===== config.mk =====
export PLATFORM = sky130hd
export DESIGN_NAME = servo_pwm_multi
export DESIGN_NICKNAME = d
export VERILOG_FILES = /design/src/rtl/servo_pkg.sv /design/src/rtl/servo_pwm_channel.sv /design/src/rtl/servo_pwm_multi.sv
export SDC_FILE = /design/constraint.sdc
export NUM_CORES = 1
export LEC_CHECK = 0
export CORE_MARGIN = 5
export CORE_UTILIZATION = 51
export CTS_CLUSTER_SIZE = 40
export DETAILED_ROUTE_END_ITERATION = 16
export PLACE_DENSITY = 0.7
export SLEW_MARGIN = 20
export SYNTH_ARGS = -nofsm -noshare
export SYNTH_HDL_FRONTEND = slang
export SYNTH_SLANG_ARGS = --single-unit

===== constraint.sdc =====
create_clock -name clk -period 28.4 [get_ports clk]
set_input_delay 7.1 -clock clk [delete_from_list [all_inputs] [get_ports clk]]
set_output_delay 7.1 -clock clk [all_outputs]
set_load 0.02 [all_outputs]

===== src/rtl/servo_pkg.sv =====
// Shared constants for the multi-channel servo PWM block: register map,
// STATUS bit positions and the reset PERIOD.
package servo_pkg;
  localparam logic [3:0] ADDR_CTRL   = 4'h0;
  localparam logic [3:0] ADDR_PERIOD = 4'h1;
  localparam logic [3:0] ADDR_STATUS = 4'h2;
  localparam logic [3:0] ADDR_PULSE0 = 4'h8;

  localparam int CTRL_GEN_BIT   = 31;
  localparam int STAT_WRAP_BIT  = 16;
  localparam int DEFAULT_PERIOD = 20000;

  // Reset PERIOD clipped to what a w-bit counter can hold.
  function automatic int unsigned sat_period(input int w);
    longint lim;
    lim = (longint'(1) << w) - 1;
    if (w < 32 && lim < longint'(DEFAULT_PERIOD)) return 32'(lim);
    return 32'(DEFAULT_PERIOD);
  endfunction
endpackage


===== src/rtl/servo_pwm_channel.sv =====
// One PWM channel: double-buffered pulse width, comparator against the shared
// counter, registered output and a sticky feedback fault flag.
module servo_pwm_channel
  import servo_pkg::*;
#(
  parameter int CNT_W = 20
) (
  input  logic             i_clk,
  input  logic             i_reset,
  input  logic             i_load,
  input  logic             i_pulse_we,
  input  logic [CNT_W-1:0] i_wdata,
  input  logic [CNT_W-1:0] i_count,
  input  logic             i_out_en,
  input  logic             i_fault_en,
  input  logic             i_response,
  input  logic             i_fault_clr,
  output logic             o_pwm,
  output logic             o_fault,
  output logic [CNT_W-1:0] o_pulse_shadow
);
  logic [CNT_W-1:0] r_pulse_shadow;
  logic [CNT_W-1:0] r_pulse_active;
  logic             r_pwm;
  logic             r_fault;

  always_ff @(posedge i_clk or posedge i_reset) begin
    if (i_reset) begin
      r_pulse_shadow <= '0;
      r_pulse_active <= '0;
      r_pwm          <= 1'b0;
      r_fault        <= 1'b0;
    end else begin
      if (i_pulse_we) r_pulse_shadow <= i_wdata;
      if (i_load)     r_pulse_active <= r_pulse_shadow;
      r_pwm <= i_out_en & (i_count < r_pulse_active);
      // A fault arriving on the same edge as a clear survives it.
      r_fault <= (r_fault & ~i_fault_clr) | (i_fault_en & r_pwm & ~i_response);
    end
  end

  assign o_pwm          = r_pwm;
  assign o_fault        = r_fault;
  assign o_pulse_shadow = r_pulse_shadow;
endmodule


===== src/rtl/servo_pwm_multi.sv =====
// Avalon-MM multi-channel servo PWM generator: shared period counter,
// double-buffered PERIOD/PULSE registers, sticky W1C STATUS.
module servo_pwm_multi
  import servo_pkg::*;
#(
  parameter int NUM_CH = 4,
  parameter int CNT_W  = 20
) (
  input  logic              clk,
  input  logic              reset,
  input  logic              chipselect,
  input  logic              read,
  input  logic              write,
  input  logic [3:0]        address,
  input  logic [31:0]       writedata,
  output logic [31:0]       readdata,
  input  logic [NUM_CH-1:0] pwm_response,
  output logic [NUM_CH-1:0] pwm_out
);
  localparam logic [CNT_W-1:0] P_DEF = CNT_W'(sat_period(CNT_W));

  logic              r_gen;
  logic [NUM_CH-1:0] r_ch_en;
  logic [CNT_W-1:0]  r_period_shadow;
  logic [CNT_W-1:0]  r_period_active;
  logic [CNT_W-1:0]  r_count;
  logic              r_wrap_flag;
  logic [31:0]       r_readdata;

  logic              w_wr;
  logic              w_rd;
  logic              w_run;
  logic              w_wrap;
  logic              w_load;
  logic [31:0]       w_stat_clr;
  logic [31:0]       w_rdata;
  logic [NUM_CH-1:0] w_pwm;
  logic [NUM_CH-1:0] w_fault;
  logic [NUM_CH-1:0] w_pulse_we;
  logic [CNT_W-1:0]  w_pulse_shadow [NUM_CH];

  assign w_wr       = chipselect & write;
  assign w_rd       = chipselect & read;
  assign w_run      = r_gen & (r_period_active != '0);
  assign w_wrap     = w_run & (r_count == r_period_active - 1'b1);
  // A zero active period also reloads, so a new PERIOD can escape it.
  assign w_load     = w_wrap | ~r_gen | (r_period_active == '0);
  assign w_stat_clr = (w_wr && address == ADDR_STATUS) ? writedata : 32'h0;

  always_ff @(posedge clk or posedge reset) begin
    if (reset) begin
      r_gen           <= 1'b0;
      r_ch_en         <= '0;
      r_period_shadow <= P_DEF;
      r_period_active <= P_DEF;
      r_count         <= '0;
      r_wrap_flag     <= 1'b0;
      r_readdata      <= '0;
    end else begin
      if (w_wr && address == ADDR_CTRL) begin
        r_gen   <= writedata[CTRL_GEN_BIT];
        r_ch_en <= writedata[NUM_CH-1:0];
      end
      if (w_wr && address == ADDR_PERIOD) r_period_shadow <= writedata[CNT_W-1:0];
      if (w_load) r_period_active <= r_period_shadow;
      if (!w_run || w_wrap) r_count <= '0;
      else                  r_count <= r_count + 1'b1;
      r_wrap_flag <= (r_wrap_flag & ~w_stat_clr[STAT_WRAP_BIT]) | w_wrap;
      if (w_rd) r_readdata <= w_rdata;
    end
  end

  always_comb begin
    w_rdata = 32'h0;
    case (address)
      ADDR_CTRL: begin
        w_rdata[NUM_CH-1:0]   = r_ch_en;
        w_rdata[CTRL_GEN_BIT] = r_gen;
      end
      ADDR_PERIOD: w_rdata = 32'(r_period_shadow);
      ADDR_STATUS: begin
        w_rdata[NUM_CH-1:0]    = w_fault;
        w_rdata[STAT_WRAP_BIT] = r_wrap_flag;
      end
      default: begin
        for (int i = 0; i < NUM_CH; i++)
          if (address == 4'(ADDR_PULSE0 + i)) w_rdata = 32'(w_pulse_shadow[i]);
      end
    endcase
  end

  for (genvar g = 0; g < NUM_CH; g++) begin : g_ch
    assign w_pulse_we[g] = w_wr & (address == 4'(ADDR_PULSE0 + g));

    servo_pwm_channel #(.CNT_W(CNT_W)) u_ch (
      .i_clk          (clk),
      .i_reset        (reset),
      .i_load         (w_load),
      .i_pulse_we     (w_pulse_we[g]),
      .i_wdata        (writedata[CNT_W-1:0]),
      .i_count        (r_count),
      .i_out_en       (w_run & r_ch_en[g]),
      .i_fault_en     (r_ch_en[g]),
      .i_response     (pwm_response[g]),
      .i_fault_clr    (w_stat_clr[g]),
      .o_pwm          (w_pwm[g]),
      .o_fault        (w_fault[g]),
      .o_pulse_shadow (w_pulse_shadow[g])
    );
  end

  assign pwm_out  = w_pwm;
  assign readdata = r_readdata;
endmodule


# Word level (Yosys, flattened, before mapping)
# Cells that the tools add are included.
dict set report word_totals {
  reg_bits 266
  latch_bits 0
  ram_bits 0
  rom_bits 0
  out_inout_bits 36
  word_cells 103
  memories 0
}
dict set report op_classes {
  add_sub_neg 2
  n_mul 0
  div 0
  n_lt_le_gt_ge 4
  eq_ne 7
  n_shift 0
  muxes 11
  bitwise 46
  n_reduce_logical 10
}
# op count
set op_table {}
lappend op_table {{$mux 32} 3}
lappend op_table {{$lt 20x20->1} 4}
lappend op_table {{$mux 20} 2}
lappend op_table {{$and 1x1->1} 29}
lappend op_table {{$pmux 14 s2} 1}
lappend op_table {{$pmux 12 s2} 1}
lappend op_table {{$add 20x1->20 const B} 1}
lappend op_table {{$eq 20x20->1} 1}
lappend op_table {{$logic_not 20->1} 1}
lappend op_table {{$reduce_bool 20->1} 1}
lappend op_table {{$sub 20x1->20 const B} 1}
lappend op_table {{$mux 17} 1}
lappend op_table {{$eq 4x4->1 const B} 4}
lappend op_table {{$pmux 4 s3} 1}
lappend op_table {{$not 1->1} 10}
lappend op_table {{$or 1x1->1} 7}
lappend op_table {{$eq 4x1->1 const B} 1}
lappend op_table {{$eq 4x2->1 const B} 1}
lappend op_table {{$logic_not 4->1} 1}
lappend op_table {{$reduce_or 2->1} 2}
lappend op_table {{$logic_and 1x1->1} 3}
lappend op_table {{$pmux 1 s3} 1}
lappend op_table {{$pmux 1 s2} 1}
lappend op_table {{$logic_not 1->1} 1}
lappend op_table {{$logic_or 1x1->1} 1}

# Longest topological paths before layout
# Gate-level depths: netlist of run 1.
dict set report logic_depth {
  depth_word 6
  depth_mapped 11
  ltp_nobuf 9
}

# Cells and area by module
# Synthesis of run 1 repeated with hierarchy kept, for this count alone.
dict set report hier_totals {
  cells_unflattened 1276
  hier_area_um2 13279.0
}
# mod n_inst cells_per_inst area_per_inst_um2 seq_area_each_um2
set by_module_without_submodules {}
lappend by_module_without_submodules {servo_pwm_channel 4 177 1966.9 1051.0}
lappend by_module_without_submodules {servo_pwm_multi 1 568 5411.4 2189.6}

# Worst setup path before layout of run 1
# OpenSTA, ideal clock, no wires.
dict set report synth_timing {
  path_type {input port to flip-flop}
  start {in address[1]}
  end {reg g_ch[3].u_ch.r_pulse_shadow[0]}
  setup_ps 125
  arrival_time_ps 8660
  t_required_ps 28275
  path_slack_ps 19616
  cell_stages 5
  n_path_buf 2
  path_cell_list {clkbuf_1 and3_1 nor2b_1 buf_1 mux2_2}
}
dict set report synth_via {
  elab_chain_cells 2
}
# item line
set synth_lines {}
lappend synth_lines {{start, declared} servo_pwm_multi.sv:14} ;# input logic [3:0] address,
lappend synth_lines {{$eq 4x4->1} servo_pwm_multi.sv:93} ;# assign w_pulse_we[g] = w_wr & (address == 4'(ADDR_PULSE0 + g));
lappend synth_lines {{$and 1x1->1} servo_pwm_multi.sv:93}
lappend synth_lines {{end signal, assigned} servo_pwm_channel.sv:34} ;# if (i_pulse_we) r_pulse_shadow <= i_wdata;
lappend synth_lines {{end, declared} servo_pwm_channel.sv:22} ;# logic [CNT_W-1:0] r_pulse_shadow;
# No other way between the ends.
# A chain may end at the register's enable or synchronous reset.

# Worst setup path in the final report of run 1
dict set report layout_timing {
  start {in address[3]}
  end {reg g_ch[3].u_ch.r_pulse_shadow[16]}
}
# Same word-level chain as after synthesis.

==> results of run 1 <==
[sequential cells by signal, indices dropped and copies added, names as in the netlist]
name / count
r_ch_en: 4
r_count: 20
r_wrap_flag: 1
g_ch.u_ch.r_pulse_active: 80
g_ch.u_ch.o_pwm: 4
g_ch.u_ch.o_pulse_shadow: 80
r_period_active: 20
r_period_shadow: 20
readdata: 21
r_gen: 1
g_ch.u_ch.o_fault: 4
[worst min-delay path, stage by stage, from the launching register on]
cell and delay (ns):
sky130_fd_sc_hd__dfrtp_1 0.34, sky130_fd_sc_hd__nand2_1 0.04, sky130_fd_sc_hd__o21ai_0 0.06
[synthesized netlist by cell type (all sizes together) (5+ instances only)]
library cell / number
mux4: 7
o211ai: 7
nor3: 8
a222oi: 13
a21oi: 37
mux2i: 18
nand2b: 20
inv: 83
mux2: 203
clkbuf: 32
xor2: 21
dfstp: 10
and3: 8
o21ai: 55
nand2: 64
a21o: 22
ha: 79
dfrtp: 245
xnor2: 20
nand4: 5
nor4: 10
or4: 5
nand3: 22
a211o: 9
buf: 34
nor2b: 9
nor2: 38
[through the flow]
| step | util [%] | hold slack [ns] | cells | instance area [µm²] |
|---|---|---|---|---|
| CTS | 58.4 | 0.482 | 1535 | 15200 |
| floorplan | - | 0.448 | 1142 | 13500 |
| global route | 58.5 | 0.512 | 1536 | 15300 |
| detailed placement | 55.0 | 0.469 | 1486 | 14300 |
| finish | 58.5 | 0.479 | 1536 | 15300 |
| global placement | 55.0 | 0.464 | 1486 | 14300 |
[path summary, 6_finish.rpt]
path | from | to | slack, ns
min in group asynchronous | reset | g_ch[0].u_ch.r_pulse_active[4] | 7.09
worst min register to register | readdata[10] | readdata[10] | 0.48
worst max-delay path | address[3] | g_ch[3].u_ch.o_pulse_shadow[16] | 17.57
max in group asynchronous | reset | g_ch[2].u_ch.o_pulse_shadow[13] | 19.96
worst max register to register | r_period_active[8] | r_period_active[6] | 24.52
worst min-delay path | readdata[10] | readdata[10] | 0.48
[kinds of logic after synthesis]
| kind of cell | share of synthesized area, % |
|---|---|
| compound gates | 8.15 |
| xor+xnor | 2.66 |
| fa+ha+maj | 7.32 |
| buf+inv | 5.07 |
| flops | 47.4 |
| mux | 21.4 |
| other cells | 0.0278 |
| simple gates | 8.03 |
[where the power goes]
part           internal [mW]  leakage, nW  switching [mW]
clock network          0.213        0.443           0.144
registers              0.444         3.28          0.0681
logic                  0.158         3.47           0.141
total                  0.816         7.19           0.353
[cell type report]
type                            instances  area share, %
Clock buffer                           42           5.32
Clock inverter                          7          0.574
Inverter                               83           2.09
Multi-Input combinational cell        738           42.6
Sequential cell                       255           41.9
Tap cell                              335           2.75
Timing Repair Buffer                   76           4.79
[metal layers]
metal | up-vias | global-route usage [%] | wire (µm) | part of all wire (%)
met5 | - | 0 | 13 | 0.040
met4 | 2 | 6.62 | 927 | 2.8
met3 | 60 | 3.36 | 1520 | 4.6
met2 | 191 | 35.3 | 15500 | 47
met1 | 4417 | 29.6 | 14800 | 45
li1 | 4086 | - | - | -
==> summary.log, run 1 <==
qor: clock_tree.clock_transition_at_the_registers_of_the_reported_paths 0.06 ns
qor: detailed_routing.finalWirelength 32.8 mm
qor: yosys.synth.yosys.warnings 0
qor: timing.report.final.setup_viol 0
qor: timing.skew 0.00877 ns
qor: yosys.syn_area 13500 µm²
qor: clock_tree.post_cts.repair.setup_buffers 0
qor: global_route.number_of_antenna_violations_at_the_first_check_in_global_routing 1
qor: timing.max_clock_freq 92.3 MHz
qor: timing.finalMaxSlewViolations 0
qor: critical_path.path_common_cell sky130_fd_sc_hd__buf_4
qor: floorplanning.placement_rows 59
qor: global_route.first_global_vias 9071
qor: detailed_routing.wl_per_cell 21.3 µm
qor: critical_path.critPathTopFamily simple AND/OR/NAND/NOR gates
qor: clock_tree.insertion_delay 0.53 ns
qor: cells_and_area.growth_of_design_area_from_synthesis_to_finish 13.1%
qor: run.max_cap_viol_count 0
qor: clock_tree.sink_count_of_the_clock_tree 255
qor: floorplanning.floorplan.initialDensity 51.8%
qor: timing.finalHoldViolCount 0
qor: clock_tree.post_cts_resize_count 0
qor: critical_path.cp-end-kind register
qor: yosys.ys_dominant_reg_cell sky130_fd_sc_hd__dfrtp_1
qor: timing.slew_headroom 22.9%
qor: yosys.synth_enable_flop_cells 0
qor: global_route.grt_pass1_wl 51.6 mm
qor: yosys.synth.ff_latch_count 255
qor: critical_path.worst-path-stages 7
qor: critical_path.crit_path_max_fanout 20
qor: detailed_routing.route.vias.total 8756
qor: worst_hold_path.min_path_type register to register
qor: detailed_routing.firstDrtPassIters 5
qor: clock_tree.clockRootBuffer sky130_fd_sc_hd__clkbuf_16
qor: critical_path.r2r_cells 8
qor: clock_tree.cts-htree-levels 1
qor: worst_hold_path.hold_depth 2
qor: timing.period_share 38.1%
qor: power.leakage_power 7.19 nW
qor: cells_and_area.mostFrequentLayoutCells 245 x sky130_fd_sc_hd__dfrtp_1, 134 x sky130_fd_sc_hd__mux2_2, 82 x sky130_fd_sc_hd__inv_1
qor: placement.place_hpwl 22.7 mm
qor: detailed_routing.avgViaCountPerCell 5.70
qor: timing.rsz_0062_raised_after_global_routing false
qor: placement.final_weighted_congestion_of_routability_driven_global_placement 0.899
qor: cells_and_area.design.final.nets 1305
qor: critical_path.cp_cell_sequence clkdlybuf4s50_1, nor2b_1, buf_4, and3_1, buf_4, nor2b_4, mux2_2
qor: yosys.asyncSetResetFlopFracSynth 100%
qor: floorplanning.core_area 26100 µm²
qor: cells_and_area.antenna-diode-count 0
qor: global_route.grt_max_degree 112
qor: status.status completed
qor: clock_tree.clk_path_buf_depth 3
qor: placement.place.port_buffers 58
qor: timing.setup_total_negative_slack 0 ns
qor: yosys.synth_seq_area_share 47.4%
qor: timing.period_minus_slack 10.83 ns
qor: yosys.post_synth_num_cell_types 62
qor: critical_path.cp-start-kind input pin
qor: timing.tightestPinTransition 1.15 ns
qor: yosys.per_instance_average_area_after_synthesis 11.9 µm²
qor: yosys.synthTopCellsByArea sky130_fd_sc_hd__dfrtp_1 45%, sky130_fd_sc_hd__mux2_2 11%, sky130_fd_sc_hd__mux2_4 7.7%, sky130_fd_sc_hd__ha_1 7.3%, sky130_fd_sc_hd__inv_1 2.3%
qor: yosys.synthesis.instances 1132
qor: yosys.synth_largest_type_area_fraction 45.4%
qor: critical_path.path_buf_inv 3
qor: critical_path.worst_ep_required_time 28.82 ns
qor: clock_tree.tritoncts done
qor: cells_and_area.multi_input_comb_area 6490 µm²
qor: detailed_routing.postRouteAntennaNets 0
qor: global_route.overflow 0
qor: yosys.synth_area_leader_cell sky130_fd_sc_hd__dfrtp_1
qor: global_route.grt_util_all_layers 21.5%
qor: critical_path.worstSetupPathType input pin to register
qor: detailed_routing.route.detailed.drc 0
qor: power.power_per_cell_area 76.6 nW/µm²
qor: detailed_routing.dr.first_iter.drc_count 538
qor: floorplanning.die_height 173 µm
qor: clock_tree.cts.hold.buffers_added 0
qor: critical_path.worst-endpoint-arrival 11.24 ns
qor: cells_and_area.seq_area 6390 µm²
qor: critical_path.crit_slowest_cell sky130_fd_sc_hd__nor2b_1
qor: cells_and_area.layout.cells.most_common sky130_fd_sc_hd__dfrtp_1
qor: cells_and_area.filler_cell_count 2135
qor: floorplanning.die_area 29800 µm²
qor: floorplanning.design.portCount 81
qor: power.power.total 1.17 mW
qor: clock_tree.cts_made_buffers 27
qor: power.ir_worst_vdd 0.0677 mV
qor: timing.finalWorstSetupSlack 17.57 ns
qor: critical_path.cp_slowest_stage_delay 0.98 ns
qor: placement.pre_cts_slack 17.13 ns
qor: cells_and_area.drive_above_1_share 24.3%
qor: floorplanning.die_x 173 µm
Note: power is estimated with default switching activity, not from simulation.
==> run 2: changes to the inputs <==
==> constraint.sdc (replaced) <==
create_clock -name clk -period 11.25 [get_ports clk]
set_input_delay 2.8125 -clock clk [delete_from_list [all_inputs] [get_ports clk]]
set_output_delay 2.8125 -clock clk [all_outputs]
set_load 0.02 [all_outputs]
==> summary.log, run 2 (synthesis gave the netlist of run 1 again) <==
qor: clock_tree.cts-htree-levels 1 [unchanged]
qor: run.max_cap_viol_count 0 [unchanged]
qor: worst_hold_path.min-delay-start readdata[18]
qor: timing.report.final.setup_viol 0 [unchanged]
qor: clock_tree.tritoncts done
qor: detailed_routing.finalWirelength 32.2 mm [-1.8%]
qor: global_route.gr_met1_demand_resource 30.0% [+0.38 points]
qor: cells_and_area.design.final.nets 1306 [+0.077%]
qor: clock_tree.cts.hold.buffers_added 0 [unchanged]
qor: critical_path.critPathTopFamily buffers and inverters
qor: critical_path.cp_cell_sequence clkdlybuf4s50_1, buf_4, nor2b_2, buf_4, and3b_1, buf_4, mux2_2
qor: floorplanning.core_area 26100 µm² [unchanged]
qor: placement.pre_cts_slack 4.96 ns [-12.17 ns]
qor: global_route.overflow 0 [unchanged]
qor: power.leakage_power 7.19 nW [-0.12%]
qor: detailed_routing.avgViaCountPerCell 5.72 [+0.33%]
qor: placement.placed_area 14300 µm² [about the same]
qor: placement.place_hpwl 22.4 mm [-1.2%]
qor: clock_tree.cts_made_buffers 28 [+3.7%]
qor: floorplanning.die_area 29800 µm² [unchanged]
qor: global_route.first_global_vias 8995 [-0.84%]
qor: clock_tree.clk_path_buf_depth 3 [unchanged]
qor: placement.final_weighted_congestion_of_routability_driven_global_placement 0.911 [+1.3%]
qor: critical_path.cp-start-kind input pin
qor: floorplanning.floorplan.initialDensity 51.8% [unchanged]
qor: critical_path.worst_ep_required_time 11.67 ns [-17.15 ns]
qor: clock_tree.clockRootBuffer sky130_fd_sc_hd__clkbuf_16
qor: global_route.grt_pass1_wl 51.2 mm [-0.66%]
qor: critical_path.worstSetupPathType input pin to register
qor: detailed_routing.firstDrtPassIters 6 [+1]
qor: floorplanning.die_x 173 µm [unchanged]
qor: cells_and_area.drive_above_1_share 24.3% [about the same]
qor: timing.finalMaxSlewViolations 0 [unchanged]
qor: clock_tree.clock_transition_at_the_registers_of_the_reported_paths 0.06 ns [about the same]
qor: clock_tree.post_cts_resize_count 0 [unchanged]
qor: detailed_routing.dr.first_iter.drc_count 614 [+14%]
qor: timing.setup_total_negative_slack 0 ns [unchanged]
qor: clock_tree.insertion_delay 0.54 ns [about the same]
qor: critical_path.critical_register_to_register_path_startpoint r_period_active[8]
qor: critical_path.worst-endpoint-arrival 6.15 ns [-5.09 ns]
qor: detailed_routing.route.detailed.drc 0 [unchanged]
qor: global_route.top_usage_layer met2
qor: global_route.grt_util_all_layers 21.2% [-0.30 points]
qor: floorplanning.placement_rows 59 [unchanged]
qor: detailed_routing.wl_per_cell 20.9 µm [-2.0%]
qor: floorplanning.die_height 173 µm [unchanged]
qor: placement.place.port_buffers 58 [unchanged]
qor: global_route.grt_use_met3 2.66% [-0.70 points]
qor: placement.place.detailed.instances 1487 [+0.067%]
qor: timing.slew_headroom 27.6% [+4.7 points]
qor: worst_hold_path.min_path_type register to register
qor: power.power_per_cell_area 193 nW/µm² [+150%]
qor: cells_and_area.finalInstanceArea 15200 µm² [-0.17%]
qor: critical_path.path_common_cell sky130_fd_sc_hd__buf_4
qor: critical_path.cp-end-kind register
qor: global_route.met2_track_demand_over_resource 34.7% [-0.67 points]
qor: critical_path.cp_slowest_stage_delay 0.70 ns [-0.28 ns]
qor: timing.rsz_0062_raised_after_global_routing false
qor: cells_and_area.growth_of_design_area_from_synthesis_to_finish 12.9%
qor: power.ir_worst_vdd 0.172 mV [+150%]
qor: detailed_routing.postRouteAntennaNets 0 [unchanged]
qor: cells_and_area.finalCoreUtilization 58.4% [-0.10 points]
qor: global_route.number_of_antenna_violations_at_the_first_check_in_global_routing 1 [unchanged]
qor: cells_and_area.mostFrequentLayoutCells 245 x sky130_fd_sc_hd__dfrtp_1, 134 x sky130_fd_sc_hd__mux2_2, 82 x sky130_fd_sc_hd__inv_1
qor: global_route.grt_max_degree 129 [+15%]
qor: cells_and_area.antenna-diode-count 0 [unchanged]
qor: timing.period_share 50.9%
qor: floorplanning.design.portCount 81 [unchanged]
qor: timing.skew 0.0135 ns [+0.00471 ns]
qor: timing.finalWorstSetupSlack 5.53 ns [-12.05 ns]
qor: timing.finalHoldViolCount 0 [unchanged]
qor: clock_tree.post_cts.repair.setup_buffers 0 [unchanged]
qor: timing.tightestPinTransition 1.09 ns [-0.0688 ns]
qor: status.status completed
qor: cells_and_area.final_cell_count_no_fill 1539 [+0.20%]
qor: cells_and_area.layout.cells.most_common sky130_fd_sc_hd__dfrtp_1
qor: critical_path.crit_path_max_fanout 30 [+50%]
qor: critical_path.cp-startpoint address[1]
qor: timing.period_minus_slack 5.72 ns
qor: critical_path.path_buf_inv 4 [+1]
qor: critical_path.crit_slowest_cell sky130_fd_sc_hd__and3b_1
qor: detailed_routing.route.vias.total 8802 [+0.53%]
qor: clock_tree.sink_count_of_the_clock_tree 255 [unchanged]
qor: timing.max_clock_freq 175 MHz
[run 2: cell count changes in the layout (fill, tap and decap cells not counted), sizes merged]
cell / change
bufinv: -1
clkinv: +2
inv: +2
[run 2: routing by layer]
layer / share of wire, % / wire [µm]
met1: 46 / 14700
met4: 2.7 / 859
met5: 0.040 / 13
met3: 4.3 / 1370
met2: 47 / 15200
[run 2: final cells by class]
type	count	area (µm²)
fill	2119	10800
multi-input combinational	738	6490
sequential	255	6390
clock buffer	42	815
timing repair buffer	76	711
tap	335	419
inverter	83	319
clock inverter	10	85.1
[run 2: report_power, final]
part	total, mW	switching (mW)	leakage (nW)	internal, mW
combinational	0.753	0.356	3.46	0.397
clock	0.892	0.368	0.444	0.524
sequential	1.29	0.171	3.28	1.12
[run 2: path summary, 6_finish.rpt]
| path | slack, ns | cells past startpoint | to |
|---|---|---|---|
| max in group asynchronous | 7.01 | 3 | g_ch[3].u_ch.r_pulse_active[19] |
| worst min register to register | 0.48 | 2 | readdata[18] |
| worst max-delay path | 5.53 | 7 | g_ch[2].u_ch.o_pulse_shadow[9] |
| worst max register to register | 7.34 | 8 | r_period_active[6] |
| min in group asynchronous | 2.88 | 2 | g_ch[1].u_ch.r_pulse_active[4] |
| worst min-delay path | 0.48 | 2 | readdata[18] |
[run 2: tightest hold or removal path: stages, from the launching register on]
cell,delay (ns)
sky130_fd_sc_hd__dfrtp_1,0.34
sky130_fd_sc_hd__nand2_1,0.04
sky130_fd_sc_hd__o21ai_0,0.06
[run 2: stage by stage]
stage | hold WS [ns] | total power, mW
after floorplan | 0.448 | 1.84
after global routing | 0.503 | 3.10
after global placement | 0.463 | 2.03
final | 0.479 | 2.94
after CTS | 0.484 | 2.96
after detailed placement | 0.470 | 2.06
==> RTL edit (settings of run 2) <==
Add an input register stage for `chipselect`, `read`, `write`, `address`, `writedata` and `pwm_response`; this delays them by one clock.
--- a/src/rtl/servo_pwm_multi.sv
+++ b/src/rtl/servo_pwm_multi.sv
@@ -19,6 +19,22 @@
 );
   localparam logic [CNT_W-1:0] P_DEF = CNT_W'(sat_period(CNT_W));
 
+  logic chipselect_q;
+  logic read_q;
+  logic write_q;
+  logic [3:0] address_q;
+  logic [31:0] writedata_q;
+  logic [NUM_CH-1:0] pwm_response_q;
+
+  always_ff @(posedge clk) begin
+    chipselect_q   <= chipselect;
+    read_q         <= read;
+    write_q        <= write;
+    address_q      <= address;
+    writedata_q    <= writedata;
+    pwm_response_q <= pwm_response;
+  end
+
   logic              r_gen;
   logic [NUM_CH-1:0] r_ch_en;
   logic [CNT_W-1:0]  r_period_shadow;
@@ -39,13 +55,13 @@
   logic [NUM_CH-1:0] w_pulse_we;
   logic [CNT_W-1:0]  w_pulse_shadow [NUM_CH];
 
-  assign w_wr       = chipselect & write;
-  assign w_rd       = chipselect & read;
+  assign w_wr       = chipselect_q & write_q;
+  assign w_rd       = chipselect_q & read_q;
   assign w_run      = r_gen & (r_period_active != '0);
   assign w_wrap     = w_run & (r_count == r_period_active - 1'b1);
   // A zero active period also reloads, so a new PERIOD can escape it.
   assign w_load     = w_wrap | ~r_gen | (r_period_active == '0);
-  assign w_stat_clr = (w_wr && address == ADDR_STATUS) ? writedata : 32'h0;
+  assign w_stat_clr = (w_wr && address_q == ADDR_STATUS) ? writedata_q : 32'h0;
 
   always_ff @(posedge clk or posedge reset) begin
     if (reset) begin
@@ -57,11 +73,11 @@
       r_wrap_flag     <= 1'b0;
       r_readdata      <= '0;
     end else begin
-      if (w_wr && address == ADDR_CTRL) begin
-        r_gen   <= writedata[CTRL_GEN_BIT];
-        r_ch_en <= writedata[NUM_CH-1:0];
+      if (w_wr && address_q == ADDR_CTRL) begin
+        r_gen   <= writedata_q[CTRL_GEN_BIT];
+        r_ch_en <= writedata_q[NUM_CH-1:0];
       end
-      if (w_wr && address == ADDR_PERIOD) r_period_shadow <= writedata[CNT_W-1:0];
+      if (w_wr && address_q == ADDR_PERIOD) r_period_shadow <= writedata_q[CNT_W-1:0];
       if (w_load) r_period_active <= r_period_shadow;
       if (!w_run || w_wrap) r_count <= '0;
       else                  r_count <= r_count + 1'b1;
@@ -72,7 +88,7 @@
 
   always_comb begin
     w_rdata = 32'h0;
-    case (address)
+    case (address_q)
       ADDR_CTRL: begin
         w_rdata[NUM_CH-1:0]   = r_ch_en;
         w_rdata[CTRL_GEN_BIT] = r_gen;
@@ -84,24 +100,24 @@
       end
       default: begin
         for (int i = 0; i < NUM_CH; i++)
-          if (address == 4'(ADDR_PULSE0 + i)) w_rdata = 32'(w_pulse_shadow[i]);
+          if (address_q == 4'(ADDR_PULSE0 + i)) w_rdata = 32'(w_pulse_shadow[i]);
       end
     endcase
   end
 
   for (genvar g = 0; g < NUM_CH; g++) begin : g_ch
-    assign w_pulse_we[g] = w_wr & (address == 4'(ADDR_PULSE0 + g));
+    assign w_pulse_we[g] = w_wr & (address_q == 4'(ADDR_PULSE0 + g));
 
     servo_pwm_channel #(.CNT_W(CNT_W)) u_ch (
       .i_clk          (clk),
       .i_reset        (reset),
       .i_load         (w_load),
       .i_pulse_we     (w_pulse_we[g]),
-      .i_wdata        (writedata[CNT_W-1:0]),
+      .i_wdata        (writedata_q[CNT_W-1:0]),
       .i_count        (r_count),
       .i_out_en       (w_run & r_ch_en[g]),
       .i_fault_en     (r_ch_en[g]),
-      .i_response     (pwm_response[g]),
+      .i_response     (pwm_response_q[g]),
       .i_fault_clr    (w_stat_clr[g]),
       .o_pwm          (w_pwm[g]),
       .o_fault        (w_fault[g]),
Behaviour: not the same (a bounded check fails within 4 cycles, from zero or initial values and one cycle with reset high).
==> RTL edit against run 2 <==
  * Cell area is 5.7% higher
  * Worst setup slack better by 1.3 ns
  * Core utilization is 0.94 points higher
  * Wire length is 1.0% lower
  * Sequential cell count is 32 higher
  * Synthesized area is 4.4% higher
  * Largest cell class is now registers
  * Highest routed layer is now met4
  * Total power is 9.9% higher
  * Die area is 4.1% higher
  * Sequential power is 10% higher
  * Global-route usage is 0.34 points lower
  * Register-to-register slack worse by 0.52 ns
  * Clock power is 23% higher
  * Worst hold slack worse by 0.055 ns
==> RTL edit: results (changes against run 2) <==
| Metric | Value |
|---|---|
| Clock latency on the worst-skew pair | 0.58 ns (+0.04 ns) |
| Initial antenna violation count | 0 (-1) |
| R2r endpoint | g_ch[3].u_ch.r_pulse_active[8] |
| Final-stage net count | 1338 (+2.5%) |
| Drt via density | 5.61 (-2.0%) |
| Commonest cells post-synth | dfrtp_1, mux2_2, inv_1, mux2_4, ha_1 |
| Area contributors post-synth | dfrtp_1, mux2_4, mux2_2, ha_1, dfxtp_1 |
| Ys async rst share | 0.889 (-0.111) |
| CP max-delay cell | clkdlybuf4s50_1 |
| Hold slack | 0.424 ns (-0.0553 ns) |
| Outcome | complete, no violations |
| Crit-path max FO | 2 (-93%) |
| Max-Slew Margin vs Limit | 0.308 (+0.0325) |
| Placer Congestion | 0.850 (-6.7%) |
| WP data arrival | 1.63 ns (-4.52 ns) |
| Worst Reg-to-Reg Cells | 11 (+3) |
| Reg2reg start | r_period_active[0] |
| First-pass GRT wire length | 51.5 mm (+0.55%) |
| Layout cells sized above 1 | 0.232 (-0.0109) |
| Met3 Track Usage GR | 0.0343 (+0.00762) |
| GR Util met1 | 0.295 (-0.00557) |
| Worst Skew | 0.0316 ns (+0.0181 ns) |
| Peak VDD IR | 0.151 mV (-12%) |
| Post-Place Cell Area | 15000 µm² (+4.3%) |
| Post-synthesis mux area share | 0.186 (-0.0276) |
-- RTL edit: cell types whose count changed after synthesis, moves of 16 or more --
cell / before / now
o21ai_0: 55 / 37
a21o_1: 22 / 38
mux2_4: 69 / 88
nand2_1: 64 / 40
mux2_2: 134 / 110
dfxtp_1: 0 / 32
-- RTL edit: power breakdown --
part	internal (mW)	total, mW	switching, mW
combinational	0.386	0.711	0.324
clock	0.685	1.10	0.419
sequential	1.24	1.42	0.179
total	2.31	3.23	0.923
-- RTL edit: worst min-delay path by stage --
stage | start | end | cells after the start
detailed placement | pwm_response_q[1] | g_ch[1].u_ch.o_fault | 1
global route | pwm_response_q[1] | g_ch[1].u_ch.o_fault | 1
finish | pwm_response_q[1] | g_ch[1].u_ch.o_fault | 1
global placement | pwm_response_q[1] | g_ch[1].u_ch.o_fault | 1
CTS | pwm_response_q[1] | g_ch[1].u_ch.o_fault | 1
floorplan | pwm_response_q[0] | g_ch[0].u_ch.o_fault | 1
-- RTL edit: cell type report --
cell class / instances / area, µm²
Multi-Input combinational cell: 731 / 6410
Clock buffer: 43 / 913
Timing Repair Buffer: 75 / 708
Inverter: 88 / 338
Clock inverter: 15 / 226
Sequential cell: 287 / 7030
Tap cell: 372 / 465
Fill cell: 2193 / 11000
-- RTL edit: metal layers --
metal / vias to the layer above / part of all wire
met1: 4505 / 0.45
li1: 4208 / -
met3: 61 / 0.062
met4: 0 / 0.025
met2: 256 / 0.46
met5: - / 0
-- RTL edit: metrics by stage --
stage          setup WS, ns  cells
3_3_place_gp           6.32   1553
2_1_floorplan          1.44   1169
6_report               6.80   1611
4_1_cts                6.78   1611
3_5_place_dp           6.31   1553
5_1_grt                6.62   1611
